### config.mk
export PLATFORM = sky130hd
export DESIGN_NAME = if_fetch_stage_flat
export DESIGN_NICKNAME = d
export VERILOG_FILES = /design/src/rtl/if_fetch_stage_if.sv /design/src/rtl/if_fetch_stage.sv /design/src/flat_wrapper.sv
export SDC_FILE = /design/constraint.sdc
export NUM_CORES = 1
export LEC_CHECK = 0
export CORE_UTILIZATION = 51
export DETAILED_ROUTE_END_ITERATION = 8
export GPL_TIMING_DRIVEN = 0
export PLACE_DENSITY = 0.85
export SLEW_MARGIN = 20
export SYNTH_ARGS = -nofsm -noshare
export SYNTH_HDL_FRONTEND = slang
export SYNTH_SLANG_ARGS = --single-unit
### constraint.sdc
create_clock -name clk -period 5.3 [get_ports clk]
set_input_delay 0.795 -clock clk [delete_from_list [all_inputs] [get_ports clk]]
set_output_delay 0.795 -clock clk [all_outputs]
set_load 0.01 [all_outputs]
### src/rtl/if_fetch_stage_if.sv
// Bundle of the fetch stage's bus-facing signals: redirect input, decode
// handshake and the instruction-memory read port.
interface if_fetch_stage_if #(
  parameter int ISIZE = 32,
  parameter int DSIZE = 32
);
  // Redirect from the branch-resolution logic.
  logic             redirect;
  logic [ISIZE-1:0] redirect_pc;

  // Decode-side handshake.
  logic             id_ready;
  logic             if_valid;
  logic [DSIZE-1:0] if_inst;
  logic [ISIZE-1:0] if_pc;

  // Instruction-memory read port (data returns one cycle after imem_en).
  logic             imem_en;
  logic [ISIZE-1:0] imem_addr;
  logic [DSIZE-1:0] imem_data;

  // The fetch stage itself.
  modport master (
    input  redirect, redirect_pc, id_ready, imem_data,
    output imem_en, imem_addr, if_valid, if_inst, if_pc
  );

  // The environment around it: decode, branch unit and instruction memory.
  modport slave (
    output redirect, redirect_pc, id_ready, imem_data,
    input  imem_en, imem_addr, if_valid, if_inst, if_pc
  );
endinterface

### src/rtl/if_fetch_stage.sv
// Instruction-fetch front end: owns the fetch PC, issues reads to a 1-cycle
// instruction memory and buffers {pc, inst} in a small prefetch FIFO for decode.
module if_fetch_stage #(
  parameter int               ISIZE    = 32,
  parameter int               DSIZE    = 32,
  parameter int               DEPTH    = 2,
  parameter logic [ISIZE-1:0] RESET_PC = '0
) (
  input  logic           clk,
  input  logic           rst,
  if_fetch_stage_if.master bus
);

  localparam int PW = (DEPTH > 1) ? $clog2(DEPTH) : 1;
  localparam int CW = $clog2(DEPTH + 1);
  localparam int OW = CW + 1;

  typedef struct packed {
    logic [ISIZE-1:0] pc;
    logic [DSIZE-1:0] inst;
  } entry_t;

  entry_t           mem [DEPTH];
  logic [PW-1:0]    rd_ptr;
  logic [PW-1:0]    wr_ptr;
  logic [CW-1:0]    count;
  logic [ISIZE-1:0] fpc;
  logic [ISIZE-1:0] tag;
  logic             inflight;

  logic             valid;
  logic             pop;
  logic             push;
  logic             issue;
  logic [OW-1:0]    occupancy;

  function automatic logic [PW-1:0] ptr_inc(input logic [PW-1:0] p);
    return (p == PW'(DEPTH - 1)) ? '0 : p + 1'b1;
  endfunction

  // Occupancy counts the in-flight word too, so issuing never lets the FIFO
  // overrun; a pop in the same cycle frees a slot early.
  // NOTE: every signal written in always_comb gets a default first, so no path leaves it unassigned and no latch is inferred.
  always_comb begin
    valid     = 1'b0;
    pop       = 1'b0;
    push      = 1'b0;
    issue     = 1'b0;
    occupancy = '0;
    if (!rst) begin
      valid     = (count != '0);
      pop       = valid && bus.id_ready;
      push      = inflight && !bus.redirect;
      occupancy = OW'(count) + OW'(inflight) - OW'(pop);
      issue     = !bus.redirect && (occupancy < OW'(DEPTH));
    end
  end

  assign bus.imem_en   = issue;
  assign bus.imem_addr = fpc;
  assign bus.if_valid  = valid;
  assign bus.if_inst   = valid ? mem[rd_ptr].inst : '0;
  assign bus.if_pc     = valid ? mem[rd_ptr].pc   : '0;

  // Redirect outranks pop/push: the queue is emptied and the word returning
  // for the old stream is dropped on the floor.
  // NOTE: sequential state uses non-blocking assignments so every flop samples pre-edge values.
  always_ff @(posedge clk) begin
    if (rst) begin
      fpc      <= RESET_PC;
      tag      <= '0;
      inflight <= 1'b0;
      count    <= '0;
      rd_ptr   <= '0;
      wr_ptr   <= '0;
    end else if (bus.redirect) begin
      fpc      <= bus.redirect_pc;
      inflight <= 1'b0;
      count    <= '0;
      rd_ptr   <= '0;
      wr_ptr   <= '0;
    end else begin
      inflight <= issue;
      if (issue) begin
        fpc <= fpc + 1'b1;
        tag <= fpc;
      end
      if (push) wr_ptr <= ptr_inc(wr_ptr);
      if (pop)  rd_ptr <= ptr_inc(rd_ptr);
      count <= count + CW'(push) - CW'(pop);
    end
  end

  // NOTE: the FIFO storage has no reset; count gates every read, so stale contents are never observed.
  always_ff @(posedge clk) begin
    if (!rst && push) mem[wr_ptr] <= '{pc: tag, inst: bus.imem_data};
  end

  a_no_overflow: assert property (@(posedge clk) disable iff (rst)
    !(push && !pop && count == CW'(DEPTH)));

endmodule

### src/flat_wrapper.sv
// flat-port wrapper written by rule: the top's interface ports become plain ports
module if_fetch_stage_flat 
#(
  parameter int               ISIZE    = 32,
  parameter int               DSIZE    = 32,
  parameter int               DEPTH    = 2,
  parameter logic [ISIZE-1:0] RESET_PC = '0
)
  (clk, rst, bus_redirect, bus_redirect_pc, bus_id_ready, bus_imem_data, bus_imem_en, bus_imem_addr, bus_if_valid, bus_if_inst, bus_if_pc);
  if_fetch_stage_if #(.ISIZE(ISIZE), .DSIZE(DSIZE)) bus_i ();
  input  logic clk;
  input  logic rst;
  input wire logic [$bits(bus_i.redirect)-1:0] bus_redirect;
  input wire logic [$bits(bus_i.redirect_pc)-1:0] bus_redirect_pc;
  input wire logic [$bits(bus_i.id_ready)-1:0] bus_id_ready;
  input wire logic [$bits(bus_i.imem_data)-1:0] bus_imem_data;
  output wire logic [$bits(bus_i.imem_en)-1:0] bus_imem_en;
  output wire logic [$bits(bus_i.imem_addr)-1:0] bus_imem_addr;
  output wire logic [$bits(bus_i.if_valid)-1:0] bus_if_valid;
  output wire logic [$bits(bus_i.if_inst)-1:0] bus_if_inst;
  output wire logic [$bits(bus_i.if_pc)-1:0] bus_if_pc;
  assign bus_i.redirect = bus_redirect;
  assign bus_i.redirect_pc = bus_redirect_pc;
  assign bus_i.id_ready = bus_id_ready;
  assign bus_i.imem_data = bus_imem_data;
  assign bus_imem_en = bus_i.imem_en;
  assign bus_imem_addr = bus_i.imem_addr;
  assign bus_if_valid = bus_i.if_valid;
  assign bus_if_inst = bus_i.if_inst;
  assign bus_if_pc = bus_i.if_pc;
  if_fetch_stage #(.ISIZE(ISIZE), .DSIZE(DSIZE), .DEPTH(DEPTH), .RESET_PC(RESET_PC)) u_core (.clk(clk), .rst(rst), .bus(bus_i));
endmodule
# After elaboration in Yosys (flattened, before gate mapping)
# Memory sizes are Yosys's and may differ from the RTL's. A register that Yosys moved wholly into a read port is not among the register bits.
# Cells that the tools add are included.
# classes
reduce_logical	10
add_sub_neg	7
muxes	14
bitwise	1
magnitude_cmp	1
# op_table
operator	count
two-way mux 32 bit	4
adder 32 x 1 -> 32 bit, second input constant	1
two-way mux 1 bit	10
logical AND 1 bit	4
nonzero test 2 bit	2
adder 2 x 1 -> 3 bit	1
less-than comparator 3 x 2 -> 1 bit, second input constant	1
subtractor 3 x 1 -> 3 bit	1
adder 1 bit, second input constant	2
adder 2 x 1 -> 2 bit	1
logical NOT 1 bit	2
AND reduction 2 bit	1
OR reduction 2 bit	1
subtractor 2 x 1 -> 2 bit	1
inverter 1 bit	1
# totals
in_bits	68
ram_bits	128
n_memories	1
out_inout_bits	98
register_bits	69
elab_cells	40
# mem_list
name	words	word_bits	read_ports	rd_clocked_by_memory_dff	write_ports	line	source
u_core.mem	2	64	1	1	1	if_fetch_stage.sv:23	entry_t mem [DEPTH];

# Depth between registers and ports, before layout
# Gate-level depths: netlist of the first run.
# logic_depth
depth_word	8
mapped_depth	11
mapped_depth_nobuf	11

# Worst setup path before layout of the first run
# Ideal clock, no wire load.
# synth_timing
path_kind	input port to flip-flop
from	input bus_redirect
to	memory u_core.mem[0][0] (netlist bit) (enable)
n_path_buf	1
setup_ps	494
t_required_ps	4806
setup_slack_ps	638
cell_stages	4
arrival_ps	4168
cell_sequence	clkbuf_1 > nor2_1 > and2_1 > nor2b_1
# synth_via
elab_chain_len	6
# synth_rtl
item	line	source
start: declaration	flat_wrapper.sv:13	input wire logic [$bits(bus_i.redirect)-1:0] bus_redirect;
logical NOT 1 bit	if_fetch_stage.sv:53	push = inflight && !bus.redirect;
logical AND 1 bit	if_fetch_stage.sv:53	
two-way mux 1 bit	if_fetch_stage.sv:50	if (!rst) begin
via u_core.push	if_fetch_stage.sv:33	logic push;
logical AND 1 bit	if_fetch_stage.sv:96	if (!rst && push) mem[wr_ptr] <= '{pc: tag, inst: bus.imem_data};
two-way mux 1 bit	if_fetch_stage.sv:96	
two-way mux 1 bit (implied by the code)	if_fetch_stage.sv:96	
end: declaration	if_fetch_stage.sv:23	
# The timed path passes the listed nets, and every way through them passes these cells.

# Worst setup path after layout of the first run
# layout_timing
from	input bus_id_ready
to	output bus_imem_en
# layout_via
elab_chain_len	5
# layout_rtl
item	line	source
start: declaration	flat_wrapper.sv:15	input wire logic [$bits(bus_i.id_ready)-1:0] bus_id_ready;
logical AND 1 bit	if_fetch_stage.sv:52	pop = valid && bus.id_ready;
subtractor 3 x 1 -> 3 bit	if_fetch_stage.sv:54	occupancy = OW'(count) + OW'(inflight) - OW'(pop);
less-than comparator 3 x 2 -> 1 bit	if_fetch_stage.sv:55	issue = !bus.redirect && (occupancy < OW'(DEPTH));
logical AND 1 bit	if_fetch_stage.sv:55	
two-way mux 1 bit	if_fetch_stage.sv:50	
end: declaration	flat_wrapper.sv:17	output wire logic [$bits(bus_i.imem_en)-1:0] bus_imem_en;
# No other way between the ends.

==> results of run 1 <==
state kept, by name, summed over array words and instances, names as in the netlist, named ones only:
register / cells
u_core.wr_ptr: 1
u_core.tag: 32
u_core.inflight: 1
u_core.rd_ptr: 1
u_core.bus.imem_addr: 32
u_core.mem: 128
u_core.count: 2
cells by family (layout without fill, tap and decap cells):
| kind of cell | Yosys count | count (layout) | share of synthesized area |
|---|---|---|---|
| flip-flops | 198 | 198 | 0.654 |
| AND/OR/NAND/NOR | 252 | 252 | 0.143 |
| AO/OA/AOI/OAI | 87 | 87 | 0.0645 |
| multiplexers | 64 | 64 | 0.0798 |
| XOR/XNOR | 24 | 24 | 0.0271 |
| buffers and inverters | 50 | 249 | 0.0234 |
| adder cells (fa/ha/maj) | 5 | 5 | 0.00873 |
critical path: stages:
cell,delay [ns]
clkdlybuf4s50_1,0.47
inv_1,0.06
nor2_1,0.17
ha_1,0.25
nand2b_1,0.15
fa_1,0.48
clkbuf_1,0.30
nand3_1,0.17
inv_1,0.25
buf_1,0.43
clkdlybuf4s50_1,0.63
synthesized netlist by cell type (5+ instances only):
cell type	number	share of area
nor2_1	80	0.037
or3_1	6	0.0047
o22ai_1	7	0.0055
edfxtp_1	128	0.48
mux2i_1	64	0.080
a21oi_1	48	0.030
clkbuf_1	30	0.014
inv_1	10	0.0047
nand2_1	92	0.043
buf_1	10	0.0047
nand3_1	16	0.010
nor3_1	6	0.0037
and2_1	7	0.0055
xnor2_1	19	0.021
nor4_1	12	0.0094
dfxtp_1	70	0.17
and4_1	5	0.0055
a211oi_1	5	0.0047
o311ai_0	5	0.0055
or2_2	5	0.0039
a31oi_1	11	0.0086
nand4_1	11	0.0086
worst max-delay path by stage:
| stage | from | endpoint | slack [ns] | depth (start not counted) |
|---|---|---|---|---|
| finish | bus_id_ready | bus_imem_en | 0.34 | 11 |
| detailed placement | bus_id_ready | bus_imem_en | 0.39 | 11 |
| global placement | rst | u_core.mem[0][10] | -1.41 | 4 |
| CTS | bus_id_ready | bus_imem_en | 0.37 | 11 |
| global route | bus_id_ready | bus_imem_en | 0.11 | 11 |
| floorplan | bus_redirect | u_core.mem[0][0] | 0.64 | 4 |
area by class of cell:
cell class | count | area share
clock buffer | 21 | 0.0446
inverter | 10 | 0.00355
buffer | 40 | 0.0142
tap | 211 | 0.0250
timing repair buffer | 167 | 0.162
sequential | 198 | 0.496
clock inverter | 11 | 0.00840
multi-input combinational | 432 | 0.246
report_power, final:
group	leakage, nW	internal [W]	switching [W]
clock network	0.272	0.000650	0.000566
registers	1.81	0.00167	0.0000423
logic	1.33	0.000111	0.0000976
metal layers:
metal	up-vias	wire length, um	track usage
li1	2836	-	-
met1	2726	8020	0.316
met2	279	8710	0.382
met3	26	1520	0.0599
met4	0	257	0.0854
met5	-	0	0
per-stage QoR:
stage	TNS (ns)	total power, W	instance area [um^2]	instances
after floorplan	0	0.00182	8030	680
after global placement	-90.18	0.00195	9930	1055
after detailed placement	0	0.00195	10000	1058
after CTS	0	0.00315	10600	1090
after global routing	0	0.00324	10600	1090
final	0	0.00314	10600	1090
==> out/qor.txt, run 1 <==
========================================================================================================
RSZ-0062 raised after global routing ......................................................           no
Number of cells on the worst reg-to-reg path ..............................................           10
Via count of the first global-routing pass ................................................         5711
Most used DFF post-synth ..................................................................     edfxtp_1
Antenna violations before repair ..........................................................            0
Data required time at the worst endpoint ..................................................      4.51 ns
#FFs+latches synth ........................................................................          198
Num Clock Sinks ...........................................................................          198
Count of nets left with antenna violations after detail routing ...........................            0
Status .................................................................................... complete, no violations
Clock latency of the later-clocked register in the worst-skew pair ........................      0.44 ns
Number of buffers created by CTS ..........................................................           17
TritonCTS clock tree ......................................................................        built
Violation count after the first detailed-route iteration ..................................          449
Launching point of the worst reg2reg path ................................................. u_core.count[1]
Fraction of final layout cells sized beyond drive strength 1 ..............................       0.0501
Total area of sequential cells ............................................................    5250 um^2
Post-CTS clock slew at the launch and capture registers of the worst setup and hold paths .      0.07 ns
Drt drc ...................................................................................            0
Pwr/cell area .............................................................................  297 nW/um^2
Fraction of the core area covered by cells at the end of the flow .........................        0.693
Antenna fix cells .........................................................................            0
Post-CTS setup buffers ....................................................................            0
Sequential share of the synthesized area ..................................................        0.654
Row Count .................................................................................           45
First-pass GRT wire length ................................................................     29200 um
Net count, final ..........................................................................          939
Worst IR drop on VDD ......................................................................     0.254 mV
Depth of the CTS H-tree ...................................................................            4
Overall die area ..........................................................................   16200 um^2
Setup Crit Path Kind ...................................................................... input port to output pin
Overflow left after global routing ........................................................            0
Minimum hold slack ........................................................................     0.456 ns
Post-route setup slack ....................................................................     0.344 ns
Cell count after synthesis ................................................................          680
Arrival time at the worst endpoint ........................................................      4.16 ns
Net count after synthesis .................................................................          753
Multi-input gate area in the final layout .................................................    2610 um^2
Clock Path Buffers ........................................................................            2
Setup-failing EPs final ...................................................................            0
Hold Violations, Final ....................................................................            0
Commonest non-fill, non-tap cells in the layout ........................................... clkdlybuf4s50_1 (164), edfxtp_1 (128), nand2_1 (92)
Critical R2R Capture ...................................................................... u_core.bus.imem_addr[31]
Placement Setup Slack .....................................................................     0.388 ns
Vertical extent of the die ................................................................       127 um
Post-detail-place hpwl ....................................................................     12900 um
Setup slack on the worst flop-to-flop path ................................................      1.77 ns
Max Cap Viol ..............................................................................            0
Worst clock skew ..........................................................................   0.00535 ns
Total count of max-transition violations in the final report ..............................            0
Worst-margin pin slew .....................................................................     0.803 ns
Average wire length per cell after detail routing .........................................      17.0 um
Starting utilization of the core area .....................................................        0.526
Peak Freq .................................................................................    0.202 GHz
Detailed Route WL .........................................................................     18500 um
Routability-driven placement congestion ratio .............................................        0.899
Hold path depth ...........................................................................            0
Count of input and output buffers .........................................................          164
Worst Hold End ............................................................................ u_core.mem[1][60]
Critical path peak fanout .................................................................           10
Filler instances ..........................................................................         1080
Netlist cell types ........................................................................           39
EDFF count, synth .........................................................................          128
CTS resizes ...............................................................................            0
Total of warnings raised by yosys .........................................................            0
Worst hold-check path type ................................................................ register to register
Hold_buf cts ..............................................................................            0
Total leakage power .......................................................................      3.41 nW
Average cell area after synthesis .........................................................    11.8 um^2
Ports placed on the boundary ..............................................................          166
Leading cell type in the layout, fill and taps excluded ................................... clkdlybuf4s50_1
Fraction of registers with async set or reset after synthesis .............................            0
CP startpoint kind ........................................................................   input port
Syn-to-layout area delta ..................................................................        31.8%
Total routing usage reported by global routing ............................................        0.239
Endpoint class of the critical path .......................................................   output pin
Via Count .................................................................................         5867
Via-to-Cell Ratio .........................................................................         5.38
Worst slew margin relative to its limit ...................................................        0.464
Part of the cycle the worst path needs ....................................................        0.935
Cell Area, Synth ..........................................................................    8030 um^2
Maximum number of pins on one net before global-route repair ..............................           49
Clk root buf ..............................................................................    clkbuf_16
Final Critical Period .....................................................................      4.96 ns
Origin of the worst min-delay path ........................................................ u_core.tag[28]
Width of the die ..........................................................................       127 um
Core area .................................................................................   15300 um^2
Number of search-and-repair iterations in the first detailed-routing pass .................            5
========================================================================================================
Note: power is estimated with default switching activity, not from simulation.
==> run 2, diff against run 1 <==
CORE_UTILIZATION = 55   (was 51)
PLACE_DENSITY = 0.9   (was 0.85)
clock period = 5.95 ns   (was 5.3 ns; I/O delays follow)
==> out/qor.txt, run 2 (synthesis gave the netlist of run 1 again) <==
========================================================================================================
Status .................................................................................... complete, no violations
Leading cell type in the layout, fill and taps excluded ................................... clkdlybuf4s50_1
Pwr/cell area .............................................................................  271 nW/um^2   -8.8%
CP startpoint kind ........................................................................   input port
Post-route setup slack ....................................................................     0.780 ns   +0.436 ns
First-pass GRT wire length ................................................................     29300 um   about the same
Routed met2 length ........................................................................      9290 um   +6.7%
Clk root buf ..............................................................................    clkbuf_16
Hold Violations, Final ....................................................................            0   unchanged
Setup-failing EPs final ...................................................................            0   unchanged
Violation count after the first detailed-route iteration ..................................          491   +9.4%
Via count of the first global-routing pass ................................................         5850   +2.4%
Highest metal layer with signal wires .....................................................         met4
Part of the cycle the worst path needs ....................................................        0.869
Average wire length per cell after detail routing .........................................      17.9 um   +5.6%
Maximum number of pins on one net before global-route repair ..............................           37   -24%
Routability-driven placement congestion ratio .............................................        0.937   +4.2%
Clock latency of the later-clocked register in the worst-skew pair ........................      0.44 ns   about the same
Largest register by flop count ............................................................   u_core.mem
Commonest non-fill, non-tap cells in the layout ........................................... clkdlybuf4s50_1 (164), edfxtp_1 (128), nand2_1 (92)
Endpoint class of the critical path .......................................................   output pin
Post-detail-place hpwl ....................................................................     13100 um   +1.6%
Total leakage power .......................................................................      3.42 nW   +0.39%
Critical path peak fanout .................................................................           10   unchanged
Data required time at the worst endpoint ..................................................      5.06 ns   +0.55 ns
Worst-margin pin slew .....................................................................     0.745 ns   -0.0581 ns
Net count, final ..........................................................................          939   unchanged
Number of buffers created by CTS ..........................................................           17   unchanged
RSZ-0062 raised after global routing ......................................................           no
Depth of the CTS H-tree ...................................................................            4   unchanged
Peak Freq .................................................................................    0.193 GHz
Overflow left after global routing ........................................................            0   unchanged
Via-to-Cell Ratio .........................................................................         5.71   +6.1%
Overall die area ..........................................................................   15100 um^2   -7.2%
Width of the die ..........................................................................       123 um   -3.6%
Worst IR drop on VDD ......................................................................     0.205 mV   -19%
Worst clock skew ..........................................................................    0.0157 ns   +0.0103 ns
Placement Setup Slack .....................................................................     0.874 ns   +0.487 ns
Minimum hold slack ........................................................................     0.460 ns   +0.00435 ns
Number of search-and-repair iterations in the first detailed-routing pass .................            5   unchanged
Met1 Wirelength ...........................................................................      7620 um   -5.0%
Detailed Route WL .........................................................................     19000 um   +2.6%
Row Count .................................................................................           43   -4.4%
Total length of routed met3 wires .........................................................      1700 um   +12%
Clock Path Buffers ........................................................................            2   unchanged
Post-CTS clock slew at the launch and capture registers of the worst setup and hold paths .      0.07 ns   about the same
Num Clock Sinks ...........................................................................          198   unchanged
Max FFs per register ......................................................................          128   unchanged
Core area .................................................................................   14000 um^2   -8.0%
Hold_buf cts ..............................................................................            0   unchanged
Drt drc ...................................................................................            0   unchanged
Total routing usage reported by global routing ............................................        0.259   +0.0204
Total count of max-transition violations in the final report ..............................            0   unchanged
Fraction of final layout cells sized beyond drive strength 1 ..............................       0.0523   +0.00228
Arrival time at the worst endpoint ........................................................      4.28 ns   +0.12 ns
Fraction of the core area covered by cells at the end of the flow .........................        0.753   +0.0596
Worst hold-check path type ................................................................ register to register
Setup Crit Path Kind ...................................................................... input port to output pin
Count of input and output buffers .........................................................          164   unchanged
Worst slew margin relative to its limit ...................................................        0.503   +0.0387
CTS resizes ...............................................................................            0   unchanged
Final Critical Period .....................................................................      5.17 ns
Count of nets left with antenna violations after detail routing ...........................            0   unchanged
Vertical extent of the die ................................................................       123 um   -3.6%
TritonCTS clock tree ......................................................................        built
Ports placed on the boundary ..............................................................          166   unchanged
Antenna violations before repair ..........................................................            0   unchanged
Max Cap Viol ..............................................................................            0   unchanged
Antenna fix cells .........................................................................            0   unchanged
Syn-to-layout area delta ..................................................................        31.7%   about the same
Starting utilization of the core area .....................................................        0.572   +0.0456
Via Count .................................................................................         6050   +3.1%
Post-CTS setup buffers ....................................................................            0   unchanged
========================================================================================================
## run 2: cell count changes in the layout (fill, tap and decap cells not counted), moves of 2 or more
cell | before | now
clkbuf_1 | 32 | 30
clkinv_2 | 2 | 0
clkinv_8 | 0 | 2
inv_6 | 4 | 6
## run 2: per-stage QoR
| stage | instances | power (W) | setup TNS [ns] | area, um^2 |
|---|---|---|---|---|
| CTS | 1059 | 0.00287 | 0 | 10600 |
| finish | 1059 | 0.00286 | 0 | 10600 |
| detailed placement | 1027 | 0.00174 | 0 | 9970 |
| global placement | 1024 | 0.00173 | -48.14 | 9890 |
| floorplan | 680 | 0.00162 | 0 | 8030 |
| global route | 1059 | 0.00295 | 0 | 10600 |
## run 2: cell type report
class                      instances  area, um^2
buffer                            40         150
clock buffer                      18         439
clock inverter                    14         161
fill                             893        3470
inverter                          10        37.5
multi-input combinational        432        2610
sequential                       198        5250
tap                              180         225
timing repair buffer             167        1710
## run 2: layer usage
metal  up-vias  GRT usage
met5         -          0
li1       2862          -
met4         0      0.102
met2       313      0.432
met1      2836      0.321
met3        39     0.0678
## run 2: path summary, 6_finish.rpt
check                                startpoint                        to  slack [ns]  depth (start not counted)
worst min register to register   u_core.tag[28]         u_core.mem[0][60]        0.46                          0
worst max register to register  u_core.count[1]  u_core.bus.imem_addr[31]        2.34                         10
worst min-delay path             u_core.tag[28]         u_core.mem[0][60]        0.46                          0
worst max-delay path               bus_id_ready               bus_imem_en        0.78                         11
## run 2: worst max-delay path: stages
cell and delay, ns:
clkdlybuf4s50_1 0.49, inv_1 0.07, nor2_1 0.19, ha_1 0.27, nand2b_1 0.16, fa_1 0.49, clkbuf_1 0.28, nand3_1 0.20
inv_1 0.21, buf_1 0.38, clkdlybuf4s50_1 0.66
## run 2: where the power goes
part           internal (W)  switching, W  leakage (nW)
clock              0.000610      0.000539         0.288
sequential          0.00149     0.0000388          1.81
combinational     0.0000989     0.0000869          1.32
==> run 3, diff against run 2 <==
MAX_ROUTING_LAYER = met4   (was unset)
==> out/qor.txt, run 3 (synthesis gave the netlist of run 1 again) <==
========================================================================================================
Status .................................................................................... complete, no violations
Fraction of final layout cells sized beyond drive strength 1 ..............................       0.0512   -0.00114
Net count, final ..........................................................................          939   unchanged
Starting utilization of the core area .....................................................        0.572   unchanged
Worst hold-check path type ................................................................ register to register
Via Count .................................................................................         6061   +0.18%
Leading cell type in the layout, fill and taps excluded ................................... clkdlybuf4s50_1
RSZ-0062 raised after global routing ......................................................           no
Overall die area ..........................................................................   15100 um^2   unchanged
Arrival time at the worst endpoint ........................................................      4.26 ns   -0.02 ns
Max FFs per register ......................................................................          128   unchanged
Post-route setup slack ....................................................................     0.801 ns   +0.0211 ns
Number of search-and-repair iterations in the first detailed-routing pass .................            6   +1
Maximum number of pins on one net before global-route repair ..............................           50   +35%
Worst slew margin relative to its limit ...................................................        0.486   -0.0169
Origin of the worst min-delay path ........................................................ u_core.tag[9]
Data required time at the worst endpoint ..................................................      5.06 ns   about the same
First-pass GRT wire length ................................................................     29100 um   -0.45%
Endpoint class of the critical path .......................................................   output pin
Average wire length per cell after detail routing .........................................      17.7 um   -1.3%
Placement Setup Slack .....................................................................     0.842 ns   -0.0324 ns
Crit path max-delay cell type ............................................................. clkdlybuf4s50_1
Antenna fix cells .........................................................................            0   unchanged
Number of buffers created by CTS ..........................................................           17   unchanged
Post-CTS setup buffers ....................................................................            0   unchanged
Width of the die ..........................................................................       123 um   unchanged
Commonest non-fill, non-tap cells in the layout ........................................... clkdlybuf4s50_1 (164), edfxtp_1 (128), nand2_1 (92)
Total count of max-transition violations in the final report ..............................            0   unchanged
Peak Freq .................................................................................    0.194 GHz   +0.41%
Worst clock skew ..........................................................................    0.0116 ns   -0.00411 ns
Depth of the CTS H-tree ...................................................................            4   unchanged
Chain of cells forming the critical path .................................................. clkdlybuf4s50_1, inv_1, nor2_1, ha_1, nand2b_1, fa_1, xnor2_2, nand3_1, inv_1, buf_1, clkdlybuf4s50_1
Clk root buf ..............................................................................    clkbuf_16
Hold_buf cts ..............................................................................            0   unchanged
Count of input and output buffers .........................................................          164   unchanged
Worst-margin pin slew .....................................................................     0.771 ns   +0.0253 ns
TritonCTS clock tree ......................................................................        built
Total leakage power .......................................................................      3.42 nW   about the same
Routability-driven placement congestion ratio .............................................        0.942   +0.52%
Part of the cycle the worst path needs ....................................................        0.865   -0.00354
Violation count after the first detailed-route iteration ..................................          475   -3.3%
Final Critical Period .....................................................................      5.15 ns   -0.0211 ns
Worst IR drop on VDD ......................................................................     0.190 mV   -7.2%
Count of nets left with antenna violations after detail routing ...........................            0   unchanged
Drt drc ...................................................................................            0   unchanged
Launching point of the worst reg2reg path ................................................. u_core.count[1]
CTS resizes ...............................................................................            0   unchanged
Post-CTS clock slew at the launch and capture registers of the worst setup and hold paths .      0.07 ns   about the same
Row Count .................................................................................           43   unchanged
Clock Path Buffers ........................................................................            2   unchanged
Pwr/cell area .............................................................................  268 nW/um^2   -1.1%
Via-to-Cell Ratio .........................................................................         5.72   +0.18%
Setup-failing EPs final ...................................................................            0   unchanged
Total routing usage reported by global routing ............................................        0.266   +0.00751
Via count of the first global-routing pass ................................................         5781   -1.2%
Clock latency of the later-clocked register in the worst-skew pair ........................      0.43 ns   about the same
Vertical extent of the die ................................................................       123 um   unchanged
First element of the critical path ........................................................ bus_id_ready
Core area .................................................................................   14000 um^2   unchanged
Post-detail-place hpwl ....................................................................     12700 um   -2.7%
CP startpoint kind ........................................................................   input port
Detailed Route WL .........................................................................     18700 um   -1.3%
Hold Violations, Final ....................................................................            0   unchanged
Setup Crit Path Kind ...................................................................... input port to output pin
Placement Cell Area .......................................................................    9970 um^2   unchanged
Final design area excluding fillers .......................................................   10500 um^2   -0.22%
Syn-to-layout area delta ..................................................................        31.4%
Largest register by flop count ............................................................   u_core.mem
Antenna violations before repair ..........................................................            0   unchanged
Ports placed on the boundary ..............................................................          166   unchanged
Max Cap Viol ..............................................................................            0   unchanged
Minimum hold slack ........................................................................     0.456 ns   -0.00445 ns
Largest stage delay on the critical path ..................................................      0.62 ns   -0.04 ns
Critical path peak fanout .................................................................           10   unchanged
Filler instances ..........................................................................          914   +2.4%
Overflow left after global routing ........................................................            0   unchanged
Num Clock Sinks ...........................................................................          198   unchanged
========================================================================================================
==> run 3: cell types whose count changed in the layout (fill, tap and decap cells not counted), sizes merged <==
cell      previous run  this run
clkinvlp             2         0
clkinv               3         4
clkbuf              48        49
==> run 3: path summary, 6_finish.rpt <==
| check | end | slack [ns] | cells after the start |
|---|---|---|---|
| setup reg to reg | u_core.bus.imem_addr[31] | 2.30 | 10 |
| setup / recovery | bus_imem_en | 0.80 | 11 |
| hold / removal | u_core.mem[1][41] | 0.46 | 0 |
| hold reg to reg | u_core.mem[1][41] | 0.46 | 0 |
==> run 3: layout make-up <==
type,count,area [um^2],share of cell area
tap,180,225,0.0213
inverter,10,37.5,0.00356
timing repair buffer,167,1710,0.162
buffer,40,150,0.0142
clock inverter,13,134,0.0127
sequential,198,5250,0.497
clock buffer,19,443,0.0420
multi-input combinational,432,2610,0.247
==> run 3: per-layer routing <==
metal  vias to the layer above  wire [um]  track usage
li1                       2843          -            -
met1                      2797       7450        0.338
met2                       356       8980        0.419
met3                        65       1750       0.0525
met4                         0        561        0.112
met5                         -          0            -
==> run 3: report_power, final <==
group	internal, W	switching, W	total (W)
combinational	0.0000987	0.0000881	0.000187
sequential	0.00149	0.0000384	0.00153
clock	0.000603	0.000509	0.00111
==> run 3: through the flow <==
step | power [W] | utilization | TNS, ns | std cells
floorplan | 0.00162 | - | 0 | 680
global placement | 0.00173 | 0.704 | -51.18 | 1024
detailed placement | 0.00174 | 0.710 | 0 | 1027
CTS | 0.00283 | 0.751 | 0 | 1059
global route | 0.00291 | 0.751 | 0 | 1059
finish | 0.00283 | 0.751 | 0 | 1059
==> run 3: worst max-delay path: cells and delay by family <==
family	cells	cell delay (ns)
simple gates	3	0.56
xor+xnor	1	0.32
buf+inv	5	1.72
fa+ha+maj	2	0.74
